$ cat config.mk
export PLATFORM = sky130hd
export DESIGN_NAME = mem_stage_flat
export DESIGN_NICKNAME = d
export VERILOG_FILES = /design/src/rtl/mem_stage_if.sv /design/src/rtl/mem_stage.sv /design/src/flat_wrapper.sv
export SDC_FILE = /design/constraint.sdc
export NUM_CORES = 1
export LEC_CHECK = 0
export CAP_MARGIN = 0
export CELL_PAD_IN_SITES_DETAIL_PLACEMENT = 0
export CELL_PAD_IN_SITES_GLOBAL_PLACEMENT = 1
export CORE_MARGIN = 2
export CORE_UTILIZATION = 29
export CTS_BUF_LIST = sky130_fd_sc_hd__clkbuf_2 sky130_fd_sc_hd__clkbuf_4 sky130_fd_sc_hd__clkbuf_8
export DETAILED_ROUTE_END_ITERATION = 16
export PLACE_DENSITY = 0.87
export SYNTH_ARGS = -nofsm -noshare
export SYNTH_HDL_FRONTEND = slang
export SYNTH_SLANG_ARGS = --single-unit
$ cat constraint.sdc
create_clock -name clk -period 3.4 [get_ports clk]
set_clock_uncertainty 0.05 [all_clocks]
set_input_delay 0.51 -clock clk [delete_from_list [all_inputs] [get_ports clk]]
set_output_delay 0.51 -clock clk [all_outputs]
set_load 0.005 [all_outputs]
$ cat src/rtl/mem_stage_if.sv
// EX -> MEM -> WB handshake and payload bundle for the MEM stage.
// The slave modport is the MEM stage itself; the master modport is its
// surroundings (EX stage, data SRAM, WB stage and the flush source).
interface mem_stage_if;
    logic        flush;

    logic        es_to_ms_valid;
    logic        ms_allowin;
    logic [31:0] es_pc;
    logic [31:0] es_res;
    logic [1:0]  es_offset;
    logic [4:0]  es_load_type;
    logic        es_gr_we;
    logic [4:0]  es_dest;
    logic        es_ex;
    logic        es_adel;

    logic [31:0] data_ram_rdata;

    logic        ws_allowin;
    logic        ms_to_ws_valid;
    logic [31:0] ms_pc;
    logic [31:0] ms_final_res;
    logic        ms_gr_we;
    logic [4:0]  ms_dest;
    logic        ms_ex;
    logic [31:0] ms_badvaddr;

    logic        ms_fwd_we;
    logic [4:0]  ms_fwd_dest;
    logic [31:0] ms_fwd_data;

    modport slave (
        input  flush,
        input  es_to_ms_valid,
        output ms_allowin,
        input  es_pc,
        input  es_res,
        input  es_offset,
        input  es_load_type,
        input  es_gr_we,
        input  es_dest,
        input  es_ex,
        input  es_adel,
        input  data_ram_rdata,
        input  ws_allowin,
        output ms_to_ws_valid,
        output ms_pc,
        output ms_final_res,
        output ms_gr_we,
        output ms_dest,
        output ms_ex,
        output ms_badvaddr,
        output ms_fwd_we,
        output ms_fwd_dest,
        output ms_fwd_data
    );

    modport master (
        output flush,
        output es_to_ms_valid,
        input  ms_allowin,
        output es_pc,
        output es_res,
        output es_offset,
        output es_load_type,
        output es_gr_we,
        output es_dest,
        output es_ex,
        output es_adel,
        output data_ram_rdata,
        output ws_allowin,
        input  ms_to_ws_valid,
        input  ms_pc,
        input  ms_final_res,
        input  ms_gr_we,
        input  ms_dest,
        input  ms_ex,
        input  ms_badvaddr,
        input  ms_fwd_we,
        input  ms_fwd_dest,
        input  ms_fwd_data
    );
endinterface

$ cat src/rtl/mem_stage.sv
// MEM pipeline stage of the 32-bit MIPS datapath.
// Registers the EX payload, holds synchronous SRAM read data across WB
// stalls, extracts/extends load data and exposes a bypass tap for decode.
module mem_stage (
    input  logic        clk,
    input  logic        reset,
    mem_stage_if.slave  bus
);

    logic        ms_valid;
    logic        ms_ready_go;
    logic        accept;

    logic [31:0] pc;
    logic [31:0] res;
    logic [1:0]  offset;
    logic [4:0]  load_type;
    logic        gr_we;
    logic [4:0]  dest;
    logic        ex;
    logic        adel;

    logic        rbuf_valid;
    logic [31:0] rbuf;
    logic [31:0] rdata;

    logic [7:0]  byte_sel;
    logic [15:0] half_sel;
    logic [31:0] final_res;
    logic        ex_any;
    logic        gr_we_eff;

    // The stage never needs more than one cycle; the SRAM answers in time.
    assign ms_ready_go = 1'b1;
    assign bus.ms_allowin     = !ms_valid || (ms_ready_go && bus.ws_allowin);
    assign bus.ms_to_ws_valid = ms_valid && ms_ready_go && !bus.flush;
    assign accept = bus.es_to_ms_valid && bus.ms_allowin && !bus.flush;

    // Stage valid bit: flush kills whatever is in MEM or arriving into it.
    always_ff @(posedge clk) begin
        if (reset) begin
            ms_valid <= 1'b0;
        end else if (bus.flush) begin
            ms_valid <= 1'b0;
        end else if (bus.ms_allowin) begin
            ms_valid <= bus.es_to_ms_valid;
        end
    end

    // Payload registers load only when a live instruction is accepted.
    always_ff @(posedge clk) begin
        if (reset) begin
            pc        <= 32'h0;
            res       <= 32'h0;
            offset    <= 2'b00;
            load_type <= 5'b00000;
            gr_we     <= 1'b0;
            dest      <= 5'd0;
            ex        <= 1'b0;
            adel      <= 1'b0;
        end else if (accept) begin
            pc        <= bus.es_pc;
            res       <= bus.es_res;
            offset    <= bus.es_offset;
            load_type <= bus.es_load_type;
            gr_we     <= bus.es_gr_we;
            dest      <= bus.es_dest;
            ex        <= bus.es_ex;
            adel      <= bus.es_adel;
        end
    end

    // SRAM data is only present in the first MEM cycle; keep a copy while
    // WB stalls. rbuf_valid doubles as the "not first cycle" flag, so a
    // stalled instruction captures exactly once.
    always_ff @(posedge clk) begin
        if (reset) begin
            rbuf_valid <= 1'b0;
            rbuf       <= 32'h0;
        end else if (bus.flush || (bus.ms_to_ws_valid && bus.ws_allowin)) begin
            rbuf_valid <= 1'b0;
        end else if (ms_valid && !bus.ws_allowin && !rbuf_valid) begin
            rbuf_valid <= 1'b1;
            rbuf       <= bus.data_ram_rdata;
        end
    end

    assign rdata = rbuf_valid ? rbuf : bus.data_ram_rdata;

    // Lane select and sign/zero extension of the load result.
    always_comb begin
        byte_sel = 8'h00;
        case (offset)
            2'd0: byte_sel = rdata[7:0];
            2'd1: byte_sel = rdata[15:8];
            2'd2: byte_sel = rdata[23:16];
            2'd3: byte_sel = rdata[31:24];
            default: byte_sel = 8'h00;
        endcase
        half_sel = offset[1] ? rdata[31:16] : rdata[15:0];

        final_res = res;
        if (load_type[0]) begin
            final_res = rdata;
        end else if (load_type[1]) begin
            final_res = {{24{byte_sel[7]}}, byte_sel};
        end else if (load_type[2]) begin
            final_res = {24'h0, byte_sel};
        end else if (load_type[3]) begin
            final_res = {{16{half_sel[15]}}, half_sel};
        end else if (load_type[4]) begin
            final_res = {16'h0, half_sel};
        end
    end

    // A faulting instruction must never reach the register file.
    assign ex_any    = ex || adel;
    assign gr_we_eff = gr_we && !ex_any;

    assign bus.ms_pc        = pc;
    assign bus.ms_final_res = final_res;
    assign bus.ms_gr_we     = gr_we_eff;
    assign bus.ms_dest      = dest;
    assign bus.ms_ex        = ex_any;
    assign bus.ms_badvaddr  = res;

    assign bus.ms_fwd_we    = ms_valid && gr_we_eff;
    assign bus.ms_fwd_dest  = dest;
    assign bus.ms_fwd_data  = final_res;

endmodule

$ cat src/flat_wrapper.sv
// flat-port wrapper written by rule: the top's interface ports become plain ports
module mem_stage_flat 
  (clk, reset, bus_flush, bus_es_to_ms_valid, bus_ms_allowin, bus_es_pc, bus_es_res, bus_es_offset, bus_es_load_type, bus_es_gr_we, bus_es_dest, bus_es_ex, bus_es_adel, bus_data_ram_rdata, bus_ws_allowin, bus_ms_to_ws_valid, bus_ms_pc, bus_ms_final_res, bus_ms_gr_we, bus_ms_dest, bus_ms_ex, bus_ms_badvaddr, bus_ms_fwd_we, bus_ms_fwd_dest, bus_ms_fwd_data);
  mem_stage_if bus_i ();
  input  logic clk;
  input  logic reset;
  input wire logic [$bits(bus_i.flush)-1:0] bus_flush;
  input wire logic [$bits(bus_i.es_to_ms_valid)-1:0] bus_es_to_ms_valid;
  output wire logic [$bits(bus_i.ms_allowin)-1:0] bus_ms_allowin;
  input wire logic [$bits(bus_i.es_pc)-1:0] bus_es_pc;
  input wire logic [$bits(bus_i.es_res)-1:0] bus_es_res;
  input wire logic [$bits(bus_i.es_offset)-1:0] bus_es_offset;
  input wire logic [$bits(bus_i.es_load_type)-1:0] bus_es_load_type;
  input wire logic [$bits(bus_i.es_gr_we)-1:0] bus_es_gr_we;
  input wire logic [$bits(bus_i.es_dest)-1:0] bus_es_dest;
  input wire logic [$bits(bus_i.es_ex)-1:0] bus_es_ex;
  input wire logic [$bits(bus_i.es_adel)-1:0] bus_es_adel;
  input wire logic [$bits(bus_i.data_ram_rdata)-1:0] bus_data_ram_rdata;
  input wire logic [$bits(bus_i.ws_allowin)-1:0] bus_ws_allowin;
  output wire logic [$bits(bus_i.ms_to_ws_valid)-1:0] bus_ms_to_ws_valid;
  output wire logic [$bits(bus_i.ms_pc)-1:0] bus_ms_pc;
  output wire logic [$bits(bus_i.ms_final_res)-1:0] bus_ms_final_res;
  output wire logic [$bits(bus_i.ms_gr_we)-1:0] bus_ms_gr_we;
  output wire logic [$bits(bus_i.ms_dest)-1:0] bus_ms_dest;
  output wire logic [$bits(bus_i.ms_ex)-1:0] bus_ms_ex;
  output wire logic [$bits(bus_i.ms_badvaddr)-1:0] bus_ms_badvaddr;
  output wire logic [$bits(bus_i.ms_fwd_we)-1:0] bus_ms_fwd_we;
  output wire logic [$bits(bus_i.ms_fwd_dest)-1:0] bus_ms_fwd_dest;
  output wire logic [$bits(bus_i.ms_fwd_data)-1:0] bus_ms_fwd_data;
  assign bus_i.flush = bus_flush;
  assign bus_i.es_to_ms_valid = bus_es_to_ms_valid;
  assign bus_ms_allowin = bus_i.ms_allowin;
  assign bus_i.es_pc = bus_es_pc;
  assign bus_i.es_res = bus_es_res;
  assign bus_i.es_offset = bus_es_offset;
  assign bus_i.es_load_type = bus_es_load_type;
  assign bus_i.es_gr_we = bus_es_gr_we;
  assign bus_i.es_dest = bus_es_dest;
  assign bus_i.es_ex = bus_es_ex;
  assign bus_i.es_adel = bus_es_adel;
  assign bus_i.data_ram_rdata = bus_data_ram_rdata;
  assign bus_i.ws_allowin = bus_ws_allowin;
  assign bus_ms_to_ws_valid = bus_i.ms_to_ws_valid;
  assign bus_ms_pc = bus_i.ms_pc;
  assign bus_ms_final_res = bus_i.ms_final_res;
  assign bus_ms_gr_we = bus_i.ms_gr_we;
  assign bus_ms_dest = bus_i.ms_dest;
  assign bus_ms_ex = bus_i.ms_ex;
  assign bus_ms_badvaddr = bus_i.ms_badvaddr;
  assign bus_ms_fwd_we = bus_i.ms_fwd_we;
  assign bus_ms_fwd_dest = bus_i.ms_fwd_dest;
  assign bus_ms_fwd_data = bus_i.ms_fwd_data;
  mem_stage u_core (.clk(clk), .reset(reset), .bus(bus_i));
endmodule
## After elaboration in Yosys (flattened, before gate mapping)

Index checks and enable logic that the tools add are counted.

- Register bits: 113
- Input bits: 116
- Output and inout port bits: 143
- Logic and storage cells: 43

- Equal/unequal tests: 3
- Mux-type cells: 8
- Bitwise gates (word level): 1
- Reductions and logical operators: 20

Operators with widths:

| operator | count |
|---|---|
| $mux W32 | 6 |
| $pmux W8 S4 | 1 |
| $mux W16 | 1 |
| $logic_and A1 B1 Y1 | 8 |
| $logic_not A1 Y1 | 5 |
| $eq A2 B2 Y1 const B | 2 |
| $reduce_or A2 Y1 | 2 |
| $logic_or A1 B1 Y1 | 3 |
| $eq A2 B1 Y1 const B | 1 |
| $logic_not A2 Y1 | 1 |
| $reduce_and A2 Y1 | 1 |
| $not A1 Y1 | 1 |

## Depth between registers and ports, before layout

Gate-level depths: netlist of the first run.

- Word-level depth: 7
- Mapped depth: 7
- Mapped depth without buffers: 4

## Worst setup path before layout of the first run

OpenSTA, ideal clock, no wires.

- Path type: in2out
- From: input bus_data_ram_rdata[15]
- To: output bus_ms_fwd_data[29]
- Arrival time: 2.041 ns
- Required time: 2.840 ns
- Slack: 0.799 ns
- Stages on the path: 6
- Path buffers: 2
- Path through: mux2_2 -> mux4_2 -> a211oi_4 -> buf_6 -> a22oi_2 -> buf_4

- Longest elaborated chain between the ends: 6
- Elaborated cells between the ends (all ways): 7
- Those cells by class: mux (7)

Ends and longest elaborated chain:

| element | RTL line | text |
|---|---|---|
| start: declaration | flat_wrapper.sv:18 | `input wire logic [$bits(bus_i.data_ram_rdata)-1:0] bus_data_ram_rdata;` |
| $mux W32 * | mem_stage.sv:88 | `assign rdata = rbuf_valid ? rbuf : bus.data_ram_rdata;` |
| $mux W16 | mem_stage.sv:100 | `half_sel = offset[1] ? rdata[31:16] : rdata[15:0];` |
| $mux W32 | mem_stage.sv:109 | `end else if (load_type[3]) begin` |
| $mux W32 | mem_stage.sv:107 | `end else if (load_type[2]) begin` |
| $mux W32 * | mem_stage.sv:105 | `end else if (load_type[1]) begin` |
| $mux W32 * | mem_stage.sv:103 | `if (load_type[0]) begin` |
| end: declaration | flat_wrapper.sv:29 | `output wire logic [$bits(bus_i.ms_fwd_data)-1:0] bus_ms_fwd_data;` |

Mark *: on every way between the ends. The rest lies on a longest branch, timed or not.

## Worst setup path after layout of the first run

- From: input bus_data_ram_rdata[7]
- To: output bus_ms_final_res[23]

- Longest elaborated chain between the ends: 4

Ends and longest elaborated chain:

| element | RTL line | text |
|---|---|---|
| $mux W32 | mem_stage.sv:88 |  |
| $pmux W8 S4 | mem_stage.sv:93 | `case (offset)` |
| $mux W32 | mem_stage.sv:105 |  |
| $mux W32 | mem_stage.sv:103 |  |
| end: declaration | flat_wrapper.sv:22 | `output wire logic [$bits(bus_i.ms_final_res)-1:0] bus_ms_final_res;` |

No other way between the ends.

==> results of run 1 <==
-- power by group through the flow --
stage | Combinational (mW) | Clock, mW | Sequential (mW)
floorplan | 0.328 | 0 | 1.43
global placement | 0.772 | 0 | 1.44
detailed placement | 0.778 | 0 | 1.45
CTS | 0.769 | 1.37 | 1.41
global route | 0.817 | 1.43 | 1.42
finish | 0.756 | 1.33 | 1.42
-- flip-flops by register name (all words and copies together), names as in the netlist, 2 cells and up --
name                    flops
u_core.bus.ms_badvaddr     32
u_core.rbuf                32
u_core.bus.ms_dest          5
u_core.bus.ms_pc           32
u_core.load_type            5
u_core.offset               2
-- final cells by class --
class / count / area [µm²] / area share
tap: 229 / 287 / 0.0344
inverter: 4 / 15.0 / 0.00180
timing repair buffer: 284 / 2830 / 0.340
clock inverter: 6 / 105 / 0.0126
multi-input combinational: 481 / 2520 / 0.303
antenna: 1 / 2.50 / 0.000300
sequential: 113 / 2270 / 0.272
clock buffer: 23 / 304 / 0.0365
-- cells by family after synthesis --
family	count (synthesis)	share of synthesized area
compound gates	167	0.187
buf+inv	91	0.0947
simple gates	272	0.201
flops	113	0.430
mux	42	0.0873
-- layout by cell type, fill, tap and decap left out, types with 2 or more instances in the layout --
master,n
sky130_fd_sc_hd__a21oi_1,122
sky130_fd_sc_hd__a22oi_1,21
sky130_fd_sc_hd__a32oi_1,8
sky130_fd_sc_hd__buf_4,25
sky130_fd_sc_hd__bufinv_16,3
sky130_fd_sc_hd__clkbuf_4,2
sky130_fd_sc_hd__clkbuf_8,21
sky130_fd_sc_hd__clkdlybuf4s50_1,224
sky130_fd_sc_hd__clkinv_2,3
sky130_fd_sc_hd__dfxtp_1,112
sky130_fd_sc_hd__dlygate4sd2_1,12
sky130_fd_sc_hd__dlymetal6s2s_1,21
sky130_fd_sc_hd__inv_1,3
sky130_fd_sc_hd__mux2_2,11
sky130_fd_sc_hd__mux2i_1,29
sky130_fd_sc_hd__mux4_2,2
sky130_fd_sc_hd__nand2_1,246
sky130_fd_sc_hd__nor2_1,15
sky130_fd_sc_hd__o221ai_1,7
-- what timing repair did --
action | in CTS | in global routing
endpoints found under the hold margin | 0 | 0
resized for setup | 13 | 23
setup buffers | 1 | 2
pin swaps | 0 | 1
endpoints found under the setup margin | 36 | 43
-- worst max-delay path, stage by stage --
cell and delay (ps):
sky130_fd_sc_hd__clkdlybuf4s50_1 450, sky130_fd_sc_hd__mux2_2 280, sky130_fd_sc_hd__mux4_2 520, sky130_fd_sc_hd__a211oi_4 270, sky130_fd_sc_hd__buf_12 190, sky130_fd_sc_hd__a2bb2oi_1 120, sky130_fd_sc_hd__clkdlybuf4s50_1 460
-- cells in the mapped netlist, types with 3 or more instances --
cell type / n / share of area
sky130_fd_sc_hd__nand2_1: 246 / 0.18
sky130_fd_sc_hd__a21oi_1: 122 / 0.12
sky130_fd_sc_hd__dfxtp_1: 113 / 0.43
sky130_fd_sc_hd__clkbuf_1: 45 / 0.032
sky130_fd_sc_hd__buf_4: 37 / 0.053
sky130_fd_sc_hd__mux2i_1: 29 / 0.055
sky130_fd_sc_hd__a22oi_1: 21 / 0.030
sky130_fd_sc_hd__nor2_1: 15 / 0.011
sky130_fd_sc_hd__mux2_2: 11 / 0.024
sky130_fd_sc_hd__a32oi_1: 8 / 0.013
sky130_fd_sc_hd__o221ai_1: 7 / 0.012
sky130_fd_sc_hd__inv_1: 3 / 0.0021
-- metal layers --
metal  wire [µm]  GRT usage  vias to the layer above  share of wire
li1            -          -                     2702              -
met1        8260      0.245                     2614           0.42
met2        9390      0.329                      230           0.48
met3        1710     0.0794                       22          0.087
met4         323     0.0585                        6          0.016
met5          42          0                        -         0.0021
-- path summary, 6_finish.rpt --
path | depth (start not counted) | slack, ps | end | start
setup / recovery | 7 | 10 | bus_ms_final_res[23] | bus_data_ram_rdata[7]
hold / removal | 3 | 340 | u_core.rbuf[15] | bus_data_ram_rdata[15]
setup reg to reg | 5 | 1670 | u_core.adel | u_core.ms_valid
hold reg to reg | 2 | 400 | u_core.bus.ms_pc[13] | u_core.bus.ms_pc[13]
==> results, run 1 <==
- Dividing the detail-routed wire length by the instance count gives 17.3 µm.
- Of the total power, the share spent switching nets is 0.253.
- The post-synthesis net count is 801.
- After global routing the overflow that remains totals 0.
- The max-cap check violation count is 0.
- The part of the total power dissipated in sequential elements is 0.404.
- The die extent in x is 139 µm.
- The pin slew with the least headroom to its limit is 771 ps.
- The number of enable-type register cells in the synthesized netlist is 0.
- The run finished with clean final reports.
- The final standard cell area without fillers is 8330 µm².
- The cell chosen for the clock root is sky130_fd_sc_hd__clkbuf_8.
- The number of cells in the design after placement is 1,108.
- The deepest clock path buffer count is 2.
- The number of endpoints with negative hold slack in the final report is 0.
- The analysis attributes to net switching a power of 0.884 mW.
- The H-tree was split into 4 levels.
- TritonCTS built the clock tree.
- The required time of the critical path is 2840 ps.
- The normalized max-slew margin is 0.486.
- The number of iterations in the first detailed-routing pass is 5.
- The via count of the first global-routing pass is 5,221.
- Entering global routing, the biggest net connects 58 pins.
- The total global routing track utilization is 0.200.
- The number of antenna violations at the first check in global routing was 3.
- The core utilization of the finished layout is 0.465.
- The number of top-level pins is 259.
- The analysis attributes to cell leakage a power of 3.29 nW.
- The cell count after synthesis is 685.
- The internal power summed over all cells is 2.62 mW.
- For this run, the leading register cell type out of synthesis is sky130_fd_sc_hd__dfxtp_1.
- The mean number of vias per cell is 4.89.
- For this design, the sink count on the clock tree is 113.
- For this configuration, the core starts out at a cell density of 0.294.
- The combinational share of power is 0.216.
- In this run the vertical extent of the chip is 139 µm.
- Power spread over the standard cell area amounts to 420 nW/µm².
- Once detail routing completed, the nets flagged for antenna violations numbered 0.
- The smallest clock period supported by the final layout is computed as 3390 ps.
- The per-instance average area after synthesis is 7.68 µm².
- In this run the cell area measured after placement is 7850 µm².
- The floorplan step defined a core boundary enclosing 17,900 µm².
- The max-slew violation total from the final report is 0.
- The floorplan step defined a die boundary enclosing 19,200 µm².
- The highest attainable clock frequency is 0.295 GHz.
- The total power after layout is 3.50 mW.
- The element type at the critical path start is an input port.
- Of the total power, the clock network draws 0.380.
- IR analysis of the VDD net gives a maximum drop of 0.000304 V.
- The total number of yosys warnings is 0.
- The path category of the worst min-delay check is in -> reg.
- Setup slack closes at 10.7 ps.
- In the final layout, the share of cells above drive strength 1 is 0.0845.
- The net count of the finished layout is 1,017.
- Yosys mapped the design onto 36 distinct sky130hd cell types.
- STA classifies the critical path endpoint as an output pin.
- Adding up every negative setup slack in the final design gives 0 ps.
- The largest fanout of any net on the critical path is 16.
- Prior to clock tree synthesis, the placed netlist has a worst setup slack of -29.5 ps.
- Setup repair after global routing could not meet its margin everywhere.
- The area overhead of the layout relative to synthesis is 58.4%.
- In the routed design, unresolved DRC markers number 0.
- The filler cell count in the final layout is 1,815.
- At the worst endpoint, the arrival time is 2830 ps.
- The via total after detailed routing is 5,574.
- The count of buffers added on input and output ports is 258.
- The final weighted congestion in routability-driven placement is 0.857.
- Synthesis inferred 113 register bits.
- The number of buffers inserted by hold repair at cts is 0.
- Setup violations remaining at the end of the flow were counted as 0.
- At the later pin of the worst-skew pair, clock insertion delay measures 420 ps.
- For this run, the register share of the synthesized area comes to 0.430.
- Once layout is complete, the cells apart from fillers number 1,141.
- In this run, the number of DRC markers left after iteration 0 of detailed routing was 238.
- The kind of critical path is in -> out.
- The CTS buffer count is 17.
- The mapped netlist covers 5260 µm².
- Clock-pin slew was measured on the worst setup and hold paths at 60 ps.
- The final worst hold slack is 337 ps.
- The floorplan row count is 49.
- The first global-routing pass estimated 30.0 mm of wire.
- In the finished design, the share of the clock period the worst path needs comes to 0.997.
- The routed design has 19.7 mm of wire.
- The share of flip-flops with an asynchronous set or reset is 0.
- Summed over all nets, the half-perimeter wirelength after detailed placement is 14.7 mm.
Note: power is estimated with default switching activity, not from simulation.
==> run 2, diff against run 1 <==
--- a/config.mk
+++ b/config.mk
@@ -8,6 +8,7 @@
 export CAP_MARGIN = 0
 export CELL_PAD_IN_SITES_DETAIL_PLACEMENT = 0
 export CELL_PAD_IN_SITES_GLOBAL_PLACEMENT = 1
+export CORE_ASPECT_RATIO = 1.5
 export CORE_MARGIN = 2
 export CORE_UTILIZATION = 29
 export CTS_BUF_LIST = sky130_fd_sc_hd__clkbuf_2 sky130_fd_sc_hd__clkbuf_4 sky130_fd_sc_hd__clkbuf_8
==> run 2 against run 1 <==
Register-to-register slack got worse by 200 ps. Setup slack better by 86 ps. Design area rose by 0.29%. Combinational power up 0.7%. Hold slack improved by 65 ps. Non-clock buffer count fell by 3. Critical path depth did not move. Count of clock-buffer cells in the layout shrank 3. Sequential cell count did not move. First-iteration DRC count increased by 40%. Via count down 1.5%. Highest routed layer is now met4.
==> results, run 2 (synthesis results as in run 1) <==
- Fill cells in the final layout number 1,808.
- The path with the worst hold slack has its endpoint at u_core.ex.
- Setup violations remaining at the end of the flow were counted as 0.
- The clock passes through at most 2 buffers.
- The max-slew violation total from the final report is 0.
- For the worst setup path, the data required time is 2840 ps.
- Setup repair after global routing left no endpoint under its margin.
- The mean number of vias per cell is 4.87.
- The number of cells on the worst reg-to-reg path is 4.
- The final layout contains 1,014 nets.
- The destination of the worst register-to-register timing path is u_core.rbuf[28].
- After the first detailed-routing iteration, the DRC count stood at 333.
- The CTS tree is done.
- Dividing total power by cell area gives a power density of 418 nW/µm².
- The max-cap check violation count is 0.
- Measured along the y axis, the die boundary spans 169 µm.
- The largest vdd supply drop is 0.000328 V.
- The pin count of the biggest net entering global routing is 77.
- At the pin with the least slew margin, the transition time is 1210 ps.
- The number of cells on the worst hold path is 2.
- The first TritonRoute pass finished after 7 iterations.
- After clock tree synthesis, the flow added hold-fix buffers numbering 0.
- Derived from the worst setup path, the maximum achievable clock frequency is 0.303 GHz.
- The total die area is 19,200 µm².
- The arrival time at the worst endpoint is 2740 ps.
- STA classifies the critical path startpoint as an input port.
- The worst register-to-register path begins at u_core.ms_valid.
- The starting density of the core is 0.294.
- The number of antenna violations at the first check in global routing was 0.
- The number of antenna diodes in the final layout is 0.
- The path class of the tightest hold or removal check is reg -> reg.
- The run finished with clean final reports.
- The final weighted congestion in routability-driven placement is 0.892.
- The final sum of negative setup slack is 0 ps.
- The total of buffers placed on input and output ports is 258.
- The total length of routed wires is 19.5 mm.
- Leaving out fill and tap cells, the most frequent cell in the layout is sky130_fd_sc_hd__nand2_1.
- The number of endpoints with negative hold slack in the final report came to 0.
- The via count of the first global-routing pass was 5,323.
- The worst-case setup slack after placement is -48.3 ps.
- The portion of the clock cycle consumed by the worst path in the final layout is 0.972.
- The type of destination of the critical path is an output pin.
- The fraction of final layout cells sized beyond drive strength 1 is 0.0901.
- The worst-case register-to-register setup slack is 1470 ps.
- The first global-routing pass estimated 29.4 mm of wire.
- The number of top-level pins is 259.
- The kind of critical path is in -> out.
- The final routed DRC violation total is 0.
- Leaving out fill and tap cells, the most frequent cells in the layout are sky130_fd_sc_hd__nand2_1 (246), sky130_fd_sc_hd__clkdlybuf4s50_1 (225), sky130_fd_sc_hd__a21oi_1 (121), sky130_fd_sc_hd__dfxtp_1 (112), sky130_fd_sc_hd__dlymetal6s2s_1 (31).
- The total global routing track utilization is 0.199.
- In this run, CTS created clock tree buffers numbering 17.
- The cell chosen for the clock root is sky130_fd_sc_hd__clkbuf_8.
- The normalized max-slew margin is 0.192.
- The clock transition at the registers of the reported paths is 70 ps.
- The floorplan row count is 60.
- The wire-length estimate of the detail-placed layout is 14.5 mm.
- Summed over all layers, the global routing overflow is 0.
- The final setup slack of the worst path is 96.3 ps.
- The detail-routed net length per standard cell is 17.3 µm.
- For the worst-skew pair, the clock arrives at the later sink with an insertion delay of 430 ps.
- The worst path in the final design needs a cycle of 3300 ps, including I/O delays and setup.
- In this run the horizontal extent of the chip is 114 µm.
- In this run the remaining antenna-violating nets after routing total 0.
- The clock drives 113 sinks.
- The source of the worst hold timing path is u_core.ex.
- The detailed router placed 5,490 vias in this run.
- The total area inside the core boundary comes to 17,900 µm².
- The reported leakage power is 3.38 nW.
- The total power after layout is 3.49 mW.
- In this run the worst path has a maximum fanout of 6.
- The area growth from synthesis to layout is 58.8%.
- The H-tree depth is 4.
-- run 2: changes by cell type in the layout (fill, tap and decap cells not counted), sizes merged --
| cell | delta |
|---|---|
| diode | -1 |
| dlygate4sd2 | -11 |
| dlymetal6s2s | +10 |
| clkdlybuf4s50 | +1 |
| clkbuf | -3 |
| clkinvlp | +2 |
| buf | -3 |
| clkinv | +3 |
-- run 2: worst max path at each step --
stage | from | to | slack, ps | depth (start not counted)
final | bus_data_ram_rdata[23] | bus_ms_fwd_data[13] | 100 | 7
after global routing | u_core.load_type[1] | bus_ms_final_res[6] | 0.4 | 6
after CTS | bus_data_ram_rdata[23] | bus_ms_final_res[17] | -10 | 7
after detailed placement | bus_data_ram_rdata[23] | bus_ms_final_res[30] | -50 | 7
after global placement | bus_data_ram_rdata[23] | bus_ms_final_res[30] | -20 | 7
after floorplan | bus_data_ram_rdata[15] | bus_ms_fwd_data[29] | 800 | 6
-- run 2: metrics by stage --
| stage | util | hold slack (ps) | cell area, µm² | std cells |
|---|---|---|---|---|
| 2_1_floorplan | - | 381 | 5260 | 685 |
| 3_3_place_gp | 0.438 | 387 | 7830 | 1094 |
| 3_5_place_dp | 0.438 | 395 | 7830 | 1094 |
| 4_1_cts | 0.462 | 404 | 8250 | 1127 |
| 5_1_grt | 0.468 | 419 | 8350 | 1127 |
| 6_report | 0.468 | 402 | 8350 | 1127 |
-- run 2: power by group --
group	internal, mW	switching, mW
sequential	1.37	0.0414
combinational	0.447	0.313
clock	0.750	0.566
-- run 2: cell type report --
class	instances	area, µm²	share of cell area
Clock inverter	11	139	0.0166
Sequential cell	113	2270	0.271
Inverter	4	15.0	0.00180
Tap cell	217	272	0.0325
Multi-Input combinational cell	481	2540	0.304
Timing Repair Buffer	281	2860	0.342
Clock buffer	20	263	0.0315
-- run 2: critical path, cell delays in order --
cell and delay (ps):
sky130_fd_sc_hd__clkdlybuf4s50_1 460, sky130_fd_sc_hd__mux2_2 290, sky130_fd_sc_hd__mux4_2 530, sky130_fd_sc_hd__a21oi_2 200, sky130_fd_sc_hd__buf_4 180, sky130_fd_sc_hd__a22oi_1 100
sky130_fd_sc_hd__clkdlybuf4s50_1 470
-- run 2: what timing repair did --
action	in CTS	in global routing
pin swaps	1	0
resized for setup	2	39
endpoints found under the setup margin	34	58
buffers inserted	2	0
-- run 2: routing by layer --
metal  global-route usage  part of all wire
met1                0.213              0.37
met2                0.354              0.52
met3               0.0598             0.067
met4               0.0928             0.040
met5                    0                 0
